==> config.mk <==
export PLATFORM = sky130hd
export DESIGN_NAME = encoder_scan_ctrl
export DESIGN_NICKNAME = d
export VERILOG_FILES = /design/src/rtl/encoder_pkg.sv /design/src/rtl/enc_sync2.sv /design/src/rtl/encoder_scan_ctrl.sv
export SDC_FILE = /design/constraint.sdc
export NUM_CORES = 1
export LEC_CHECK = 0
export BUFFER_PORTS_ARGS = -buffer_cell sky130_fd_sc_hd__buf_4
export CORE_MARGIN = 10
export CORE_UTILIZATION = 59
export DETAILED_ROUTE_END_ITERATION = 6
export PLACE_DENSITY = 0.79
export SLEW_MARGIN = 20
export SYNTH_ARGS = -nofsm -noshare
export SYNTH_HDL_FRONTEND = slang
export SYNTH_SLANG_ARGS = --single-unit
==> constraint.sdc <==
create_clock -name clk -period 4 [get_ports clk]
set_clock_uncertainty 0.05 [all_clocks]
set_input_delay 0.8 -clock clk [delete_from_list [all_inputs] [get_ports clk]]
set_output_delay 0.8 -clock clk [all_outputs]
set_load 0.01 [all_outputs]
==> src/rtl/encoder_pkg.sv <==
// Shared types for the encoder scan controller: scan conditions, FSM states
// and the per-channel condition decode.
package encoder_pkg;

  typedef enum logic [1:0] {NONE, INC, DEC, REL} cond_t;
  typedef enum logic [1:0] {SEL, SAMP, DEB, COMMIT} scan_state_t;

  // A released encoder input (sa high) only matters while its channel is holding.
  function automatic cond_t eval_cond(input logic sa, input logic sb, input logic hold);
    if (sa) return hold ? REL : NONE;
    if (hold) return NONE;
    return sb ? INC : DEC;
  endfunction

endpackage

==> src/rtl/enc_sync2.sv <==
// Two-flop synchroniser for W asynchronous inputs; 2-cycle latency, no flow control.
module enc_sync2 #(
  parameter int W = 1
) (
  input  logic         clk,
  input  logic         reset_n,
  input  logic [W-1:0] d,
  output logic [W-1:0] q
);

  logic [W-1:0] meta;

  always_ff @(posedge clk or negedge reset_n) begin
    if (!reset_n) begin
      meta <= '0;
      q    <= '0;
    end else begin
      meta <= d;
      q    <= meta;
    end
  end

endmodule

==> src/rtl/encoder_scan_ctrl.sv <==
// Round-robin quadrature encoder scanner, one shared debounce counter; step accepted 2+2+DEBOUNCE+1 cycles after a stable input, no backpressure.
// Optional ENCODER_FRAME_LATCH_EN: pos becomes a shadow copy refreshed on frame_strobe.
module encoder_scan_ctrl
  import encoder_pkg::*;
#(
  parameter int NCH      = 2,
  parameter int WIDTH    = 6,
  parameter int LIMIT    = 19,
  parameter int DEBOUNCE = 15000,
  localparam int CHW     = (NCH > 1) ? $clog2(NCH) : 1
) (
  input  logic                 clk,
  input  logic                 reset_n,
  input  logic [NCH-1:0]       a,
  input  logic [NCH-1:0]       b,
  input  logic                 frame_strobe,
  output logic [NCH*WIDTH-1:0] pos,
  output logic                 evt,
  output logic [CHW-1:0]       evt_ch,
  output logic                 evt_dir
);

  localparam int CNTW = $clog2(DEBOUNCE + 1);

  logic [NCH-1:0]   sa;
  logic [NCH-1:0]   sb;
  scan_state_t      state, state_n;
  logic [CHW-1:0]   cur, cur_n;
  logic [CHW-1:0]   ptr, ptr_n;
  logic [CNTW-1:0]  cnt, cnt_n;
  cond_t            cond_q, cond_n;
  cond_t            cond_now;
  logic [WIDTH-1:0] pos_q [NCH];
  logic [NCH-1:0]   hold_q;
  logic [NCH*WIDTH-1:0] pos_flat;

  enc_sync2 #(.W(NCH)) u_sync_a (.clk(clk), .reset_n(reset_n), .d(a), .q(sa));
  enc_sync2 #(.W(NCH)) u_sync_b (.clk(clk), .reset_n(reset_n), .d(b), .q(sb));

  assign cond_now = eval_cond(sa[cur], sb[cur], hold_q[cur]);

  always_ff @(posedge clk or negedge reset_n) begin
    if (!reset_n) begin
      state  <= SEL;
      cur    <= '0;
      ptr    <= '0;
      cnt    <= '0;
      cond_q <= NONE;
    end else begin
      state  <= state_n;
      cur    <= cur_n;
      ptr    <= ptr_n;
      cnt    <= cnt_n;
      cond_q <= cond_n;
    end
  end

  // ptr is the channel the next SEL picks, so scanning starts at channel 0 after reset.
  always_comb begin
    state_n = state;
    cur_n   = cur;
    ptr_n   = ptr;
    cnt_n   = cnt;
    cond_n  = cond_q;
    case (state)
      SEL: begin
        cur_n   = ptr;
        ptr_n   = (ptr == CHW'(NCH - 1)) ? '0 : ptr + 1'b1;
        state_n = SAMP;
      end
      SAMP: begin
        cond_n = cond_now;
        if (cond_now == NONE) begin
          state_n = SEL;
        end else begin
          cnt_n   = '0;
          state_n = DEB;
        end
      end
      DEB: begin
        if (cond_now != cond_q) begin
          cnt_n   = '0;
          state_n = SEL;
        end else if (cnt == CNTW'(DEBOUNCE - 1)) begin
          cnt_n   = '0;
          state_n = COMMIT;
        end else begin
          cnt_n = cnt + 1'b1;
        end
      end
      COMMIT:  state_n = SEL;
      default: state_n = SEL;
    endcase
  end

  always_ff @(posedge clk or negedge reset_n) begin
    if (!reset_n) begin
      for (int i = 0; i < NCH; i++) pos_q[i] <= '0;
      hold_q <= '0;
    end else if (state == COMMIT) begin
      case (cond_q)
        INC: begin
          if (pos_q[cur] < WIDTH'(LIMIT)) pos_q[cur] <= pos_q[cur] + 1'b1;
          hold_q[cur] <= 1'b1;
        end
        DEC: begin
          if (pos_q[cur] != '0) pos_q[cur] <= pos_q[cur] - 1'b1;
          hold_q[cur] <= 1'b1;
        end
        REL:     hold_q[cur] <= 1'b0;
        default: ;
      endcase
    end
  end

  // evt_ch/evt_dir keep the last accepted step; REL commits are silent.
  always_ff @(posedge clk or negedge reset_n) begin
    if (!reset_n) begin
      evt     <= 1'b0;
      evt_ch  <= '0;
      evt_dir <= 1'b0;
    end else if (state == COMMIT && (cond_q == INC || cond_q == DEC)) begin
      evt     <= 1'b1;
      evt_ch  <= cur;
      evt_dir <= (cond_q == INC);
    end else begin
      evt <= 1'b0;
    end
  end

  always_comb begin
    pos_flat = '0;
    for (int i = 0; i < NCH; i++) pos_flat[i*WIDTH +: WIDTH] = pos_q[i];
  end

`ifdef ENCODER_FRAME_LATCH_EN
  always_ff @(posedge clk or negedge reset_n) begin
    if (!reset_n)          pos <= '0;
    else if (frame_strobe) pos <= pos_flat;
  end
`else
  logic unused_frame_strobe;
  assign unused_frame_strobe = frame_strobe;
  assign pos = pos_flat;
`endif

endmodule
-- After elaboration in Yosys (flattened, before gate mapping)
Index checks and enable logic that the tools add are counted.
W data, S select, Z words.
- bits in registers: 45
- bits in latches: 0
- bits in writable memories: 0
- ROM bits: 0
- bits of input ports: 7
- output and inout bits: 15
- word-level logic and storage cells: 92
- memories: 0
- add/subtract/negate cells: 4
- multipliers: 0
- div/mod/pow operators: 0
- $lt $le $gt $ge: 5
- equal/unequal tests: 12
- shifts and indexed selects: 0
- muxes and demuxes: 38
- bitwise operators: 4
- reduce and logical (&&, ||, !) cells: 14
- operator list (operator ; count):
    $mux W14 ; 3
    $pmux W14 S2 ; 1
    $bwmux W12 ; 2
    $mux W12 ; 2
    $mux W6 ; 4
    $pmux W12 S2 ; 1
    $mux W2 ; 9
    $add A14 B1 Y14 const B ; 1
    $eq A14 B14 Y1 const B ; 1
    $mux W1 ; 12
    $eq A2 B2 Y1 const B ; 4
    $pmux W2 S4 ; 1
    $add A6 B1 Y6 const B ; 1
    $demux W6 S1 ; 1
    $lt A6 B5 Y1 const B ; 1
    $ne A2 B2 Y1 const B ; 3
    $reduce_bool A2 Y1 ; 3
    $reduce_bool A6 Y1 ; 1
    $sub A6 B1 Y6 const B ; 1
    $eq A2 B1 Y1 const B ; 2
    $logic_not A2 Y1 ; 2
    $pmux W2 S2 ; 1
    $reduce_and A2 Y1 ; 2
    $reduce_and A4 Y1 ; 1
    other kinds (15) ; 17

-- Longest topological paths before layout
- depth in word-level cells: 10
- mapped depth: 12
- depth with buffers taken out: 8

-- By module
A second synthesis with hierarchy kept.
- cells, all modules: 213
- area total of the unflattened synthesis: 2353.5 um^2
- modules (own cells, without submodules) (module ; times used ; cells an instance ; area an instance (um^2) ; sequential area each (um^2)):
    encoder_scan_ctrl ; 1 ; 205 ; 2153.3 ; 925.9
    enc_sync2 ; 2 ; 4 ; 100.1 ; 100.1

-- Worst setup path after synthesis
No wires, ideal clock.
- path type: register -> register
- start point: reg cur
- end point: reg pos_q, in the netlist pos[10]
- library setup time: 0.125 ns
- data arrival time: 2.853 ns
- data required time: 3.825 ns
- setup slack: 0.972 ns
- stages on the path, launching flop included: 13
- path buffers: 4
- period minus slack after synthesis: 3.028 ns
- cell sequence: dfrtp_1 > buf_6 > clkbuf_1 > clkbuf_1 > mux2i_1 > inv_1 > ha_1 > inv_1 > a311oi_1 > or3_4 > or3_1 > buf_6 > mux2_4
- word-level cells in the longest chain between the ends: 8
- elaborated cells on any way between the ends: 21
- classes of those cells: 2 x add/sub; 3 x order compare; 2 x eq/ne; 10 x mux; 1 x bitwise; 3 x reduce/logical
- ends and longest elaborated chain (what ; line ; RTL):
    start, declared ; encoder_scan_ctrl.sv:28 ; logic [CHW-1:0] cur, cur_n;
    start signal, assigned ; encoder_scan_ctrl.sv:51 ; cur <= cur_n;
    $not A1 Y2 (implied by the code) (*) ; encoder_scan_ctrl.sv:103, encoder_scan_ctrl.sv:107 ;
    $mux W6 (implied by the code), or another cell as far along ; encoder_scan_ctrl.sv:103, encoder_scan_ctrl.sv:107 ;
    $mux W6 (implied by the code) / $logic_and A1 B1 Y1 (equally long branches) ; encoder_scan_ctrl.sv:103, encoder_scan_ctrl.sv:107 ;
    $mux W6 (implied by the code) ; encoder_scan_ctrl.sv:103, encoder_scan_ctrl.sv:107 ;
    $sub A6 B1 Y6, or another cell as far along ; encoder_scan_ctrl.sv:107 ; if (pos_q[cur] != '0) pos_q[cur] <= pos_q[cur] - 1'b1;
    $bwmux W12, on equally long branches ; encoder_scan_ctrl.sv:107, encoder_scan_ctrl.sv:103 ;
    $mux W12, on equally long branches ; encoder_scan_ctrl.sv:107, encoder_scan_ctrl.sv:103 ;
    $pmux W12 S2 ; encoder_scan_ctrl.sv:101 ; case (cond_q)
    end, declared ; encoder_scan_ctrl.sv:33 ; logic [WIDTH-1:0] pos_q [NCH];
Mark *: on every way between the ends. The rest lies on a longest branch, timed or not. The select of a mux whose other input is x is not followed.
A chain may end at the register's enable or synchronous reset.

-- Final worst setup path
Same ends and word-level chain as after synthesis.

==> results_dict.tcl <==
set metrics [dict create \
    ys_top_cells_by_count "45 x dfrtp_1, 25 x nand2_1, 15 x nand3_1" \
    rows 23 \
    antenna_found_initial 0 \
    path_clk_slew_ps 80 \
    powerDensity_nw_per_um2 652.5 \
    syn_area_per_cell_um2 10.23 \
    hpwl_mm 3.463 \
    synth_area_leaders "dfrtp_1 46%, nand2_1 3.8%, ha_1 3.6%" \
    drc_errors 0 \
    worst-path-buf-inv 2 \
    fillerInstances 319 \
    clkSinkCount 45 \
    hp-class "flip-flop to flip-flop" \
    gp_congestion 0.8840 \
    core-area_um2 4029 \
    status "finished clean" \
    dieArea_um2 7163 \
    ys_warn_count 0 \
    final-max-slew-violation-count 0 \
    tns_ps 0 \
    cts_root_buf "clkbuf_8" \
    place_ws_ps 1113 \
    setup.worst_path.end_class "flip-flop" \
    wl_per_cell_um 15.65 \
    cts_buffer_depth 2 \
    cp_top_family "simple AND/OR/NAND/NOR gates" \
    drive_above_1_share_pct 15.71 \
    drt-total-wl_mm 4.868 \
    pin_count 22 \
    startpoint_type "flip-flop" \
    die-width_um 84.64 \
    relSlewSlack_pct 45.41 \
    insertion_delay_ps 300 \
    cts_tree "yes" \
    multi_input_area_um2 1252 \
    worstMarginPinSlew_ps 818.8 \
    postCtsSetupBuffers 0 \
    syn-num-nets 255 \
    grt_usage_pct 14.24 \
    dp.cells 305 \
    p_leak_nw 1.208 \
    ys_types 51 \
    post-route-min-period_ps 2938 \
    die_y_um 84.64 \
    synth_seq_cells 45 \
    synth_cells 241 \
    synth_top_area_share_pct 45.69 \
    setup_slack_ps 1062 \
    path_cells "mux2i_1 > inv_1 > ha_1 > inv_1 > a311oi_1 > or3_4 > or3_1 > mux2_4" \
    critPathRequiredTime_ps 4130 \
    drtAntennaViolNets 0 \
    grt_pass1_vias 1903 \
    drtIter0Drc 153 \
    hold_viol_final 0 \
    synth_flop_cell "dfrtp_1" \
    antenna_cells 0 \
    power_mw 1.776 \
    grt_pass1_wl_mm 8.631 \
    slowest_stage "dfrtp_1" \
    async_flop_share_pct 100.0 \
    syn_to_final_growth_pct 10.41 \
    io_buffers 20 \
    rsz0062_at_grt "false" \
    fmax_mhz 340.4 \
    cts_max_level 2 \
    synth_edf_count 0 \
    first_pass_iters 4 \
    cp_common_cell "inv_1" \
    crit_path_max_incr_delay_ps 670 \
    instances_no_fill 311 \
    synth_most_common_cell "dfrtp_1" \
    start_util_pct 61.18 \
    nets 276 \
    grt_max_degree 46 \
    fin_crit_sh_pct 73.44 \
    netlist_area_um2 2465 \
    num_vias 1899 \
    crit_arrival_ps 3070 \
    synth-seq-area-share_pct 45.69 \
    cts_buffers 5 \
    ctsResizeCount 0 \
    routed_via_density 6.106 \
    overflow 0 \
    holdBufCountCts 0 \
    critPathKind "flip-flop to flip-flop" \
    maxCapViolations 0 \
    ir_drop_v 0.0003946 \
    cp_max_fo 13 \
    yosys.area.top_type "dfrtp_1" \
    finalSetupViolCount 0 \
    ff_latch_area_um2 1126 \
]
==> per-layer routing <==
metal	vias to the layer above	GRT usage (%)	wire, µm
li1	933	-	-
met4	0	6.138	112
met5	-	0	0
met1	908	17.37	2203
met2	46	22.72	2303
met3	12	4.251	249
==> state kept, by name, summed over array words and instances (netlist names), 2 cells and up, named ones only <==
name           cells
pos               10
state              2
cond_q             2
u_sync_b.meta      2
u_sync_b.q         2
cnt               14
u_sync_a.meta      2
u_sync_a.q         2
==> cell type report <==
cell class / instances / share of cell area (%)
multi-input combinational: 178 / 46.02
tap: 50 / 2.299
clock buffer: 5 / 2.529
timing repair buffer: 23 / 6.345
sequential: 45 / 41.38
clock inverter: 1 / 0.1839
inverter: 9 / 1.241
==> worst paths after layout <==
kind | cells after the start | slack (ps) | start | end
setup / recovery | 8 | 1060 | cur$_DFFE_PN0N_ | pos[10]$_DFFE_PN0P_
max in group asynchronous | 1 | 3080 | reset_n | asynchronous set/reset pin
hold reg to reg | 0 | 300 | u_sync_a.meta[1]$_DFF_PN0_ | u_sync_a.q[1]$_DFF_PN0_
setup reg to reg | 8 | 1060 | cur$_DFFE_PN0N_ | pos[10]$_DFFE_PN0P_
hold / removal | 0 | 300 | u_sync_a.meta[1]$_DFF_PN0_ | u_sync_a.q[1]$_DFF_PN0_
min in group asynchronous | 1 | 430 | reset_n | pos[9]$_DFFE_PN0P_
==> worst reg2reg max path, delay by kind of cell, from the launching register on <==
family / cells / cell delay, ps
DFF: 1 / 670
muxes: 2 / 680
and+or+nand+nor: 2 / 980
buffers and inverters: 2 / 150
adders and majority gates: 1 / 220
AOI/OAI and AO/OA: 1 / 90
==> cells by family after synthesis <==
group | count (synthesis) | share of synthesized area, %
mux | 20 | 9.543
xor+xnor | 12 | 4.264
compound gates | 41 | 11.07
simple gates | 98 | 22.39
fa+ha+maj | 7 | 3.553
buf+inv | 18 | 3.502
flops | 45 | 45.69
==> stage by stage <==
step	hold slack (ps)	utilization, %	area, µm²
finish	301.6	67.55	2721
global route	313.8	67.55	2721
CTS	303.2	67.55	2721
detailed placement	286.4	65.71	2648
global placement	281.8	65.71	2648
floorplan	281.2	-	2465
==> placed cells by master (no fill, tap or decap), types with 2 or more instances in the layout <==
| cell | n |
|---|---|
| dfrtp_1 | 45 |
| nand2_1 | 25 |
| buf_4 | 23 |
| nand3_1 | 15 |
| nor3_1 | 10 |
| inv_1 | 9 |
| a31oi_1 | 9 |
| mux2i_1 | 8 |
| xor2_1 | 8 |
| nor2_1 | 8 |
| ha_1 | 7 |
| nand4_1 | 6 |
| o21ai_0 | 6 |
| a21oi_1 | 5 |
| or3_1 | 5 |
| clkbuf_8 | 5 |
| nor4_1 | 4 |
| xnor2_1 | 4 |
| mux2_1 | 4 |
| nand3b_1 | 4 |
| o211ai_1 | 4 |
| mux2_4 | 4 |
| and4_1 | 3 |
| and3_1 | 3 |
| o21ai_1 | 3 |
| or3b_1 | 2 |
| a221oi_1 | 2 |
| and4b_1 | 2 |
| nor4_2 | 2 |
| nor2b_1 | 2 |
| mux2i_2 | 2 |
| a22oi_1 | 2 |
| mux2_2 | 2 |
==> where the power goes <==
group          total [mW]  switching, mW  internal, mW  leakage (nW)
clock network       0.257          0.142         0.115        0.0399
registers           0.694          0.139         0.555         0.584
logic               0.825          0.461         0.364         0.584
No activity file was read; power rests on OpenSTA's default activity.
